File: config.mk
export PLATFORM = sky130hd
export DESIGN_NAME = mem_stage
export DESIGN_NICKNAME = d
export VERILOG_FILES = /design/src/rtl/mips_defs.sv /design/src/rtl/mem_align.sv /design/src/rtl/mem_stage.sv
export SDC_FILE = /design/constraint.sdc
export NUM_CORES = 1
export LEC_CHECK = 0
export CAP_MARGIN = 20
export CORE_AREA = 2 2 156 158
export DETAILED_ROUTE_END_ITERATION = 8
export DIE_AREA = 0 0 158 160
export PLACE_DENSITY_LB_ADDON = 0.15
export SYNTH_ARGS = -nofsm -noshare
export SYNTH_HDL_FRONTEND = slang
export SYNTH_HIERARCHICAL = 1
export SYNTH_SLANG_ARGS = --single-unit
File: constraint.sdc
create_clock -name clk -period 6.8 [get_ports clk]
set_clock_uncertainty 0.2 [all_clocks]
set_input_delay 1.36 -clock clk [delete_from_list [all_inputs] [get_ports clk]]
set_output_delay 1.36 -clock clk [all_outputs]
set_load 0.01 [all_outputs]
File: src/rtl/mips_defs.sv
// rtl/mips_defs.sv - shared mips32 constants for the MEM stage
package mips_defs;

  localparam int CTL_MEMREAD  = 0;
  localparam int CTL_MEMWRITE = 1;
  localparam int CTL_REGWRITE = 2;
  localparam int CTL_MEMTOREG = 3;
  localparam int CTL_LINK     = 4;

  localparam logic [1:0] SZ_BYTE = 2'b00;
  localparam logic [1:0] SZ_HALF = 2'b01;
  localparam logic [1:0] SZ_WORD = 2'b10;

  localparam logic [1:0] EXC_NONE     = 2'b00;
  localparam logic [1:0] EXC_MISALIGN = 2'b01;
  localparam logic [1:0] EXC_BUSTO    = 2'b10;

  typedef enum logic {
    ST_IDLE   = 1'b0,
    ST_ACCESS = 1'b1
  } mem_state_e;

  // Reserved size code 11 falls into the word case.
  function automatic logic is_misaligned(input logic [1:0] size, input logic [1:0] a);
    case (size)
      SZ_BYTE: return 1'b0;
      SZ_HALF: return a[0];
      default: return (a != 2'b00);
    endcase
  endfunction

endpackage

File: src/rtl/mem_align.sv
// rtl/mem_align.sv - byte-lane enables, store replication, load lane select and extension
module mem_align
  import mips_defs::*;
(
  input  logic [1:0]  size,
  input  logic [1:0]  addr_lo,
  input  logic        is_signed,
  input  logic [31:0] st_data,
  input  logic [31:0] rdata,
  output logic [3:0]  be,
  output logic [31:0] wdata,
  output logic [31:0] ld_data
);

  logic [7:0]  lane_b;
  logic [15:0] lane_h;

  always_comb begin
    lane_b  = rdata[{addr_lo, 3'b000} +: 8];
    lane_h  = addr_lo[1] ? rdata[31:16] : rdata[15:0];
    be      = 4'b1111;
    wdata   = st_data;
    ld_data = rdata;
    case (size)
      SZ_BYTE: begin
        be      = 4'b0001 << addr_lo;
        wdata   = {4{st_data[7:0]}};
        ld_data = {{24{is_signed & lane_b[7]}}, lane_b};
      end
      SZ_HALF: begin
        be      = addr_lo[1] ? 4'b1100 : 4'b0011;
        wdata   = {2{st_data[15:0]}};
        ld_data = {{16{is_signed & lane_h[15]}}, lane_h};
      end
      default: ;
    endcase
  end

endmodule

File: src/rtl/mem_stage.sv
// rtl/mem_stage.sv - mips32 MEM stage: data-memory req/ack access, stall and MEM/WB register
module mem_stage
  import mips_defs::*;
#(
  parameter int          TIMEOUT  = 16,
  parameter logic [31:0] RESET_PC = 32'h0
) (
  input  logic        clk,
  input  logic        rst,
  input  logic        validIn,
  input  logic [0:4]  controlIn,
  input  logic [1:0]  sizeIn,
  input  logic        signedIn,
  input  logic [31:0] pcIn,
  input  logic [31:0] aluResultIn,
  input  logic [31:0] rtValueIn,
  input  logic [4:0]  destRegIn,
  output logic        memReq,
  output logic        memWe,
  output logic [31:0] memAddr,
  output logic [3:0]  memBe,
  output logic [31:0] memWData,
  input  logic        memAck,
  input  logic [31:0] memRData,
  output logic        stall,
  output logic        validOut,
  output logic        regWriteOut,
  output logic        memToRegOut,
  output logic        linkOut,
  output logic [31:0] pcOut,
  output logic [31:0] aluResultOut,
  output logic [31:0] memDataOut,
  output logic [4:0]  destRegOut,
  output logic [1:0]  excOut
);

  localparam int CW = (TIMEOUT > 2) ? $clog2(TIMEOUT) : 1;
  localparam logic [CW-1:0] CNT_MAX = CW'(TIMEOUT - 1);

  mem_state_e  state_q, state_d;
  logic [CW-1:0] cnt_q, cnt_d;
  logic        valid_q, valid_d, reg_write_q, reg_write_d;
  logic        mem_to_reg_q, mem_to_reg_d, link_q, link_d;
  logic [31:0] pc_q, pc_d, alu_q, alu_d, mem_data_q, mem_data_d;
  logic [4:0]  dest_q, dest_d;
  logic [1:0]  exc_q, exc_d;

  logic        is_write, is_read, mem_op, misalign, in_access, timeout, ack;
  logic [31:0] ld_data;

  mem_align u_align (
    .size      (sizeIn),
    .addr_lo   (aluResultIn[1:0]),
    .is_signed (signedIn),
    .st_data   (rtValueIn),
    .rdata     (memRData),
    .be        (memBe),
    .wdata     (memWData),
    .ld_data   (ld_data)
  );

  assign is_write  = controlIn[CTL_MEMWRITE];
  assign is_read   = controlIn[CTL_MEMREAD] & ~is_write;
  assign mem_op    = validIn & (controlIn[CTL_MEMREAD] | is_write);
  assign misalign  = mem_op & is_misaligned(sizeIn, aluResultIn[1:0]);
  assign in_access = (state_q == ST_ACCESS);
  assign timeout   = in_access & ~memAck & (cnt_q == CNT_MAX);

  // Gated by rst so the bus and hazard unit see the abort without waiting for a clock.
  assign memReq  = rst & ((~in_access & mem_op & ~misalign) | in_access);
  assign memWe   = memReq & is_write;
  assign memAddr = {aluResultIn[31:2], 2'b00};
  assign ack     = memReq & memAck;
  assign stall   = memReq & ~memAck & ~timeout;

  always_comb begin
    state_d = state_q;
    cnt_d   = '0;
    case (state_q)
      ST_IDLE:   if (mem_op && !misalign && !memAck) state_d = ST_ACCESS;
      ST_ACCESS: begin
        if (memAck || timeout) state_d = ST_IDLE;
        else                   cnt_d   = cnt_q + 1'b1;
      end
      default:   state_d = ST_IDLE;
    endcase
  end

  always_comb begin
    valid_d      = valid_q;
    reg_write_d  = reg_write_q;
    mem_to_reg_d = mem_to_reg_q;
    link_d       = link_q;
    pc_d         = pc_q;
    alu_d        = alu_q;
    mem_data_d   = mem_data_q;
    dest_d       = dest_q;
    exc_d        = exc_q;
    if (stall) begin
      valid_d     = 1'b0;
      reg_write_d = 1'b0;
    end else begin
      valid_d      = validIn;
      reg_write_d  = validIn & controlIn[CTL_REGWRITE] & ~misalign & ~timeout;
      mem_to_reg_d = controlIn[CTL_MEMTOREG];
      link_d       = controlIn[CTL_LINK];
      pc_d         = pcIn;
      alu_d        = aluResultIn;
      dest_d       = destRegIn;
      mem_data_d   = (ack && is_read) ? ld_data : 32'h0;
      exc_d        = misalign ? EXC_MISALIGN : (timeout ? EXC_BUSTO : EXC_NONE);
    end
  end

  always_ff @(posedge clk or negedge rst) begin
    if (!rst) begin
      state_q      <= ST_IDLE;
      cnt_q        <= '0;
      valid_q      <= 1'b0;
      reg_write_q  <= 1'b0;
      mem_to_reg_q <= 1'b0;
      link_q       <= 1'b0;
      pc_q         <= RESET_PC;
      alu_q        <= 32'h0;
      mem_data_q   <= 32'h0;
      dest_q       <= 5'h0;
      exc_q        <= EXC_NONE;
    end else begin
      state_q      <= state_d;
      cnt_q        <= cnt_d;
      valid_q      <= valid_d;
      reg_write_q  <= reg_write_d;
      mem_to_reg_q <= mem_to_reg_d;
      link_q       <= link_d;
      pc_q         <= pc_d;
      alu_q        <= alu_d;
      mem_data_q   <= mem_data_d;
      dest_q       <= dest_d;
      exc_q        <= exc_d;
    end
  end

  assign validOut     = valid_q;
  assign regWriteOut  = reg_write_q;
  assign memToRegOut  = mem_to_reg_q;
  assign linkOut      = link_q;
  assign pcOut        = pc_q;
  assign aluResultOut = alu_q;
  assign memDataOut   = mem_data_q;
  assign destRegOut   = dest_q;
  assign excOut       = exc_q;

endmodule
==> summary.txt, run 1 <==
Route
  – Drt pass-1 iters: 5
  – DRT antenna net count: 0
  – DR vias/cell: 4.495
  – DRC: 0
  – DR iter-0 viols: 218
  – Total wire length: 20370 um
  – Wirelength per Cell: 18.61 um
  – Via Count: 4922

Place
  – Port bufs: 320
  – Pre-CTS setup slack: 1463 ps
  – Inst Count DP: 1076
  – Routability cong.: 0.8320
  – Dpl cell area: 8959 um2
  – Dpl hpwl: 15640 um

Setup path
  – Worst path cell trace: clkdlybuf4s50_1 > buf_4 > nand2_1 > a21oi_1 > or2_2 > inv_1 > clkdlybuf4s50_1
  – Slowest cell on the critical path: or2_2
  – Critical Path Source Type: primary input
  – Largest stage delay, worst path: 670 ps
  – Setup crit end kind: output port
  – Critical Path RT: 5240 ps
  – CP most frequent cell: clkdlybuf4s50_1
  – Crit-path leading delay family: buffers and inverters
  – Critical path type: primary input to output port
  – CP max FO: 34
  – Worst path bufs/invs: 4
  – Worst EP arrival: 3760 ps

Synthesis
  – Mapped Avg Cell Area: 11.55 um2
  – Sequential-to-total area share from yosys stat: 48.26%
  – Ranking of synthesized cells by area: dfrtp_1 (48%), mux2_2 (8.7%), mux2_1 (7.0%)
  – Post-Syn Instances: 503
  – Area share of the largest cell type after synthesis: 48.26%
  – Yosys reg bits: 112
  – Async SR Flop Fraction: 100.0%
  – Post-Synthesis Cell Area: 5808 um2
  – Synth unique cells: 44
  – Top FF cell, synth: dfrtp_1
  – YS warnings: 6
  – Area leader, netlist: dfrtp_1
  – Number of synthesized flops with an enable pin: 0

Cells and area
  – Share of layout cells above drive strength 1: 11.44%
  – Area Overhead vs Synth: 59.97%
  – Commonest non-fill, non-tap cells in the layout: clkdlybuf4s50_1 (318), dfrtp_1 (112), nor2_1 (45), mux2_2 (45), a22oi_1 (40)
  – Multi-input gate area: 2472 um2
  – Post-Layout Cell Count: 1095
  – Fill cells: 2363
  – Commonest non-fill, non-tap cell in the layout: clkdlybuf4s50_1
  – Nets: 910
  – FF+latch area: 2803 um2
  – Final Instance Area: 9291 um2

Die
  – Cell Rows: 57
  – I/O Pins: 323
  – Initial Utilization: 24.38%
  – Die height: 160 um
  – Die area: 25280 um2
  – DIE WIDTH: 158 um
  – Core area: 23820 um2

GRT
  – Vias in the first global route: 4971
  – Antenna violations before repair: 2
  – Pin count of the biggest net entering global routing: 79
  – GR Overflow Total: 0
  – GRT Total Usage: 15.62%
  – First-pass GRT wire length: 30170 um

STA
  – Setup total negative slack: 0 ps
  – Setup slack after layout: 1485 ps
  – Post-route minimum period: 5315 ps
  – # setup viols final: 0
  – Fmax: 188.1 MHz
  – Worst slew margin: 34.35%
  – Worst slew pin tran: 984.7 ps
  – Final worst-path cycle share: 78.17%
  – Final Max Tran Viols: 0
  – RSZ-0062 raised after global routing: no
  – Fin. Hold Viols: 0

CTS
  – CTS Sinks: 112
  – Post-CTS sizing: 0
  – CTS Root Cell: clkbuf_16
  – Total CTS buffers: 9
  – Hold_buf cts: 0
  – Clock network latency to the later pin of the worst-skew pair: 350 ps
  – Buffer levels on the longest clock path: 2
  – Postcts setup bufs: 0
  – H-tree depth: 3
  – Reg clk slew, reported paths: 70 ps
  – CTS tree: done

Outcome
  – Status: complete, no violations

Power and ir drop
  – PnR Total Power: 1.658 mW
  – Pwr Density: 178.5 nW/um2
  – Lkg Pwr: 3.693 nW
  – Max VDD drop: 0.09323 mV

Worst hold path
  – HP Class: register to register

Job
  – Maximum Capacitance Violations: 0
[sequential cells by signal, summed over array words and instances, names as in the netlist]
name,flops
linkOut,1
excOut,2
validOut,1
destRegOut,5
aluResultOut,32
in_access,1
regWriteOut,1
cnt_q,4
pcOut,32
memDataOut,32
memToRegOut,1
[layout make-up]
class | count | share of cell area [%]
inverter | 4 | 0.1616
timing repair buffer | 329 | 35.42
multi-input combinational | 308 | 26.61
clock buffer | 10 | 2.572
antenna | 2 | 0.05386
tap | 324 | 4.363
sequential | 112 | 30.16
clock inverter | 6 | 0.6598
[per-layer routing]
| layer | GRT usage [%] | up-vias | part of all wire, % |
|---|---|---|---|
| met1 | 19.95 | 2414 | 42 |
| met3 | 3.284 | 17 | 7.2 |
| met5 | 0 | - | 0 |
| li1 | - | 2288 | - |
| met4 | 5.160 | 0 | 1.8 |
| met2 | 26.21 | 203 | 49 |
[cell usage after synthesis, types with 2 or more instances]
master,count
a21oi_1,3
a221o_1,7
a22oi_1,40
and3_1,2
buf_2,11
buf_4,41
buf_6,8
clkbuf_1,20
dfrtp_1,112
inv_1,4
mux2_1,36
mux2_2,45
mux2_4,8
mux2i_1,17
nand2_1,20
nand2b_1,2
nor2_1,45
nor2b_1,20
o21a_1,2
o21ai_0,9
o21bai_1,3
o221ai_1,8
o22a_1,2
o22ai_1,16
or2_2,2
xor2_1,2
[report_power, final]
group / internal, mW / switching (mW) / total (mW)
sequential: 0.698 / 0.0160 / 0.714
combinational: 0.235 / 0.169 / 0.403
clock: 0.268 / 0.273 / 0.541
[kinds of logic after synthesis]
group | count (synthesis) | synth area share, %
AOI/OAI and AO/OA | 95 | 12.37
xor gates and xnor gates | 2 | 0.3016
adders and majority gates | 1 | 0.2154
buffers and inverters | 84 | 9.349
DFF | 112 | 48.26
muxes | 107 | 21.09
other | 1 | 0.06457
and+or+nand+nor | 101 | 8.359
[through the flow]
stage          utilization, %  hold WS (ps)
6_report                39.01         263.3
5_1_grt                 39.01         295.9
2_1_floorplan               -         229.8
3_5_place_dp            37.61         254.4
4_1_cts                 38.87         264.8
3_3_place_gp            37.55         242.0
[path summary, 6_finish.rpt]
| check | from | to | slack, ps | cells after the start |
|---|---|---|---|---|
| min in group asynchronous | rst | pcOut[19]$_DFFE_PN0N_ | 740 | 1 |
| max reg2reg | cnt_q[0]$_DFF_PN0_ | pcOut[14]$_DFFE_PN0N_ | 3730 | 6 |
| min | cnt_q[0]$_DFF_PN0_ | cnt_q[0]$_DFF_PN0_ | 260 | 1 |
| min reg2reg | cnt_q[0]$_DFF_PN0_ | cnt_q[0]$_DFF_PN0_ | 260 | 1 |
| max | aluResultIn[1] | memReq | 1480 | 7 |
| max in group asynchronous | rst | memDataOut[18]$_DFFE_PN0N_ | 4670 | 3 |
No activity file was read; power rests on OpenSTA's default activity.
==> run 2: changes to the inputs <==
==> constraint.sdc (replaced) <==
create_clock -name clk -period 4.4 [get_ports clk]
set_clock_uncertainty 0.2 [all_clocks]
set_input_delay 0.88 -clock clk [delete_from_list [all_inputs] [get_ports clk]]
set_output_delay 0.88 -clock clk [all_outputs]
set_load 0.01 [all_outputs]
==> run 2 against run 1 <==
Net effect: die area unchanged; global-route usage rose by 0.24 points; first-iteration DRC count increased by 37%; setup slack lost 970 ps; critical path type unchanged; largest cell class unchanged.
==> summary.txt, run 2 (synthesis gave the netlist of run 1 again) <==
GRT
  – Met3 GRT Util: 4.450% (+1.2 points)
  – GRT Total Usage: 15.86% (+0.24 points)
  – Grt met1 use: 19.28% (-0.67 points)
  – Vias in the first global route: 4973 (+0.040%)
  – Antenna violations before repair: 0 (-2)
  – Pin count of the biggest net entering global routing: 76 (-3.8%)
  – Routing usage on met2: 27.55% (+1.3 points)
  – First-pass GRT wire length: 30330 um (+0.53%)
  – GRT Max-Usage Layer: met2
  – GR Overflow Total: 0 (unchanged)

Setup path
  – Setup crit end kind: output port
  – Critical R2R Launch: cnt_q[0]$_DFF_PN0_
  – Critical Path Source: sizeIn[0]
  – Critical Path Source Type: primary input
  – Worst EP arrival: 2800 ps (-960 ps)
  – Critical path type: primary input to output port
  – Critical Path RT: 3320 ps (-1920 ps)
  – CP max FO: 9 (-74%)

Route
  – Total wire length: 20590 um (+1.1%)
  – Via Count: 4939 (+0.35%)
  – DRT antenna net count: 0 (unchanged)
  – DRC: 0 (unchanged)
  – DR vias/cell: 4.498 (about the same)
  – Wirelength per Cell: 18.76 um (+0.80%)
  – DR iter-0 viols: 298 (+37%)
  – Drt pass-1 iters: 4 (-1)

Place
  – Routability cong.: 0.7871 (-5.4%)
  – Dpl hpwl: 15800 um (+0.97%)
  – Pre-CTS setup slack: 476.2 ps (-986.4 ps)
  – Port bufs: 320 (unchanged)

Die
  – Die area: 25280 um2 (unchanged)
  – Core area: 23820 um2 (unchanged)
  – Cell Rows: 57 (unchanged)
  – Initial Utilization: 24.38% (unchanged)
  – I/O Pins: 323 (unchanged)
  – Die height: 160 um (unchanged)
  – DIE WIDTH: 158 um (unchanged)

CTS
  – Reg clk slew, reported paths: 80 ps (about the same)
  – Post-CTS sizing: 0 (unchanged)
  – Total CTS buffers: 9 (unchanged)
  – Buffer levels on the longest clock path: 2 (unchanged)
  – Hold_buf cts: 0 (unchanged)
  – Postcts setup bufs: 0 (unchanged)
  – H-tree depth: 3 (unchanged)
  – CTS Sinks: 112 (unchanged)
  – CTS Root Cell: clkbuf_16
  – Clock network latency to the later pin of the worst-skew pair: 350 ps (about the same)
  – CTS tree: done

STA
  – RSZ-0062 raised after global routing: no
  – Final worst-path cycle share: 88.26%
  – # setup viols final: 0 (unchanged)
  – Setup slack after layout: 516.7 ps (-968.0 ps)
  – Fmax: 257.5 MHz
  – Fin. Hold Viols: 0 (unchanged)
  – Setup total negative slack: 0 ps (unchanged)
  – Final Max Tran Viols: 0 (unchanged)
  – Worst slew pin tran: 999.3 ps (+14.58 ps)
  – Post-route minimum period: 3883 ps
  – Worst slew margin: 33.38% (-0.97 points)

Power and ir drop
  – Pwr Density: 275.6 nW/um2 (+54%)
  – Lkg Pwr: 3.709 nW (+0.44%)
  – Max VDD drop: 0.1437 mV (+54%)

Cells and area
  – Share of layout cells above drive strength 1: 12.02% (+0.57 points)
  – FF+latch area: 2803 um2 (unchanged)
  – Commonest non-fill, non-tap cells in the layout: clkdlybuf4s50_1 (318), dfrtp_1 (112), nor2_1 (45), mux2_2 (45), a22oi_1 (40)
  – Fill cells: 2414 (+2.2%)
  – # diodes: 0 (-2)
  – Commonest non-fill, non-tap cell in the layout: clkdlybuf4s50_1
  – Nets: 915 (+0.55%)
  – Area Overhead vs Synth: 59.97% (unchanged)
  – Multi-input gate area: 2472 um2 (unchanged)

Job
  – Maximum Capacitance Violations: 0 (unchanged)

Worst hold path
  – Hold Startpoint: cnt_q[0]$_DFF_PN0_
  – HP Class: register to register

Outcome
  – Status: complete, no violations
[run 2: cell types whose count changed in the layout (fill, tap and decap cells not counted), sizes merged]
| cell | delta |
|---|---|
| buf | +5 |
| diode | -2 |
| clkinvlp | -1 |
| clkbuf | -1 |
| inv | +2 |
[run 2: metal layers]
layer / vias to the layer above / part of all wire (%)
met5: - / 0
met4: 0 / 1.3
met3: 14 / 7.6
met2: 192 / 50
met1: 2440 / 42
li1: 2293 / -
[run 2: final cells by class]
cell class | count | share of cell area [%]
clock buffers | 9 | 2.424
multi-input cells | 308 | 26.61
inverters | 4 | 0.1616
clock inverters | 7 | 0.7541
repair buffers | 334 | 35.52
well taps | 324 | 4.363
flip-flops and latches | 112 | 30.16
[run 2: per-stage QoR]
step	power, mW	cells	utilization, %	area, um2	hold slack (ps)
detailed placement	1.758	1082	37.77	8996	259.2
CTS	2.607	1098	39.01	9291	270.2
global route	2.693	1098	39.01	9291	281.7
finish	2.561	1098	39.01	9291	264.8
floorplan	1.383	504	-	5812	229.8
global placement	1.751	1082	37.77	8996	245.6
[run 2: path summary, 6_finish.rpt]
check                      depth (start not counted)  slack [ps]                      endpoint
min in group asynchronous                          2         440         regWriteOut$_DFF_PN0_
max in group asynchronous                          3        2220   aluResultOut[1]$_DFFE_PN0N_
hold reg to reg                                    1         260            cnt_q[0]$_DFF_PN0_
setup / recovery                                   4         520                   memWData[8]
hold / removal                                     1         260            cnt_q[0]$_DFF_PN0_
setup reg to reg                                   5        1730  aluResultOut[22]$_DFFE_PN0N_
[run 2: critical path, cell delays in order]
cell and delay, ps:
clkdlybuf4s50_1 540, or2_1 500, mux2_2 400, clkdlybuf4s50_1 480
[run 2: power by group]
part	total [mW]	switching, mW	internal (mW)
Clock	0.831	0.429	0.403
Sequential	1.10	0.0252	1.08
Combinational	0.625	0.261	0.364
Total	2.56	0.715	1.85
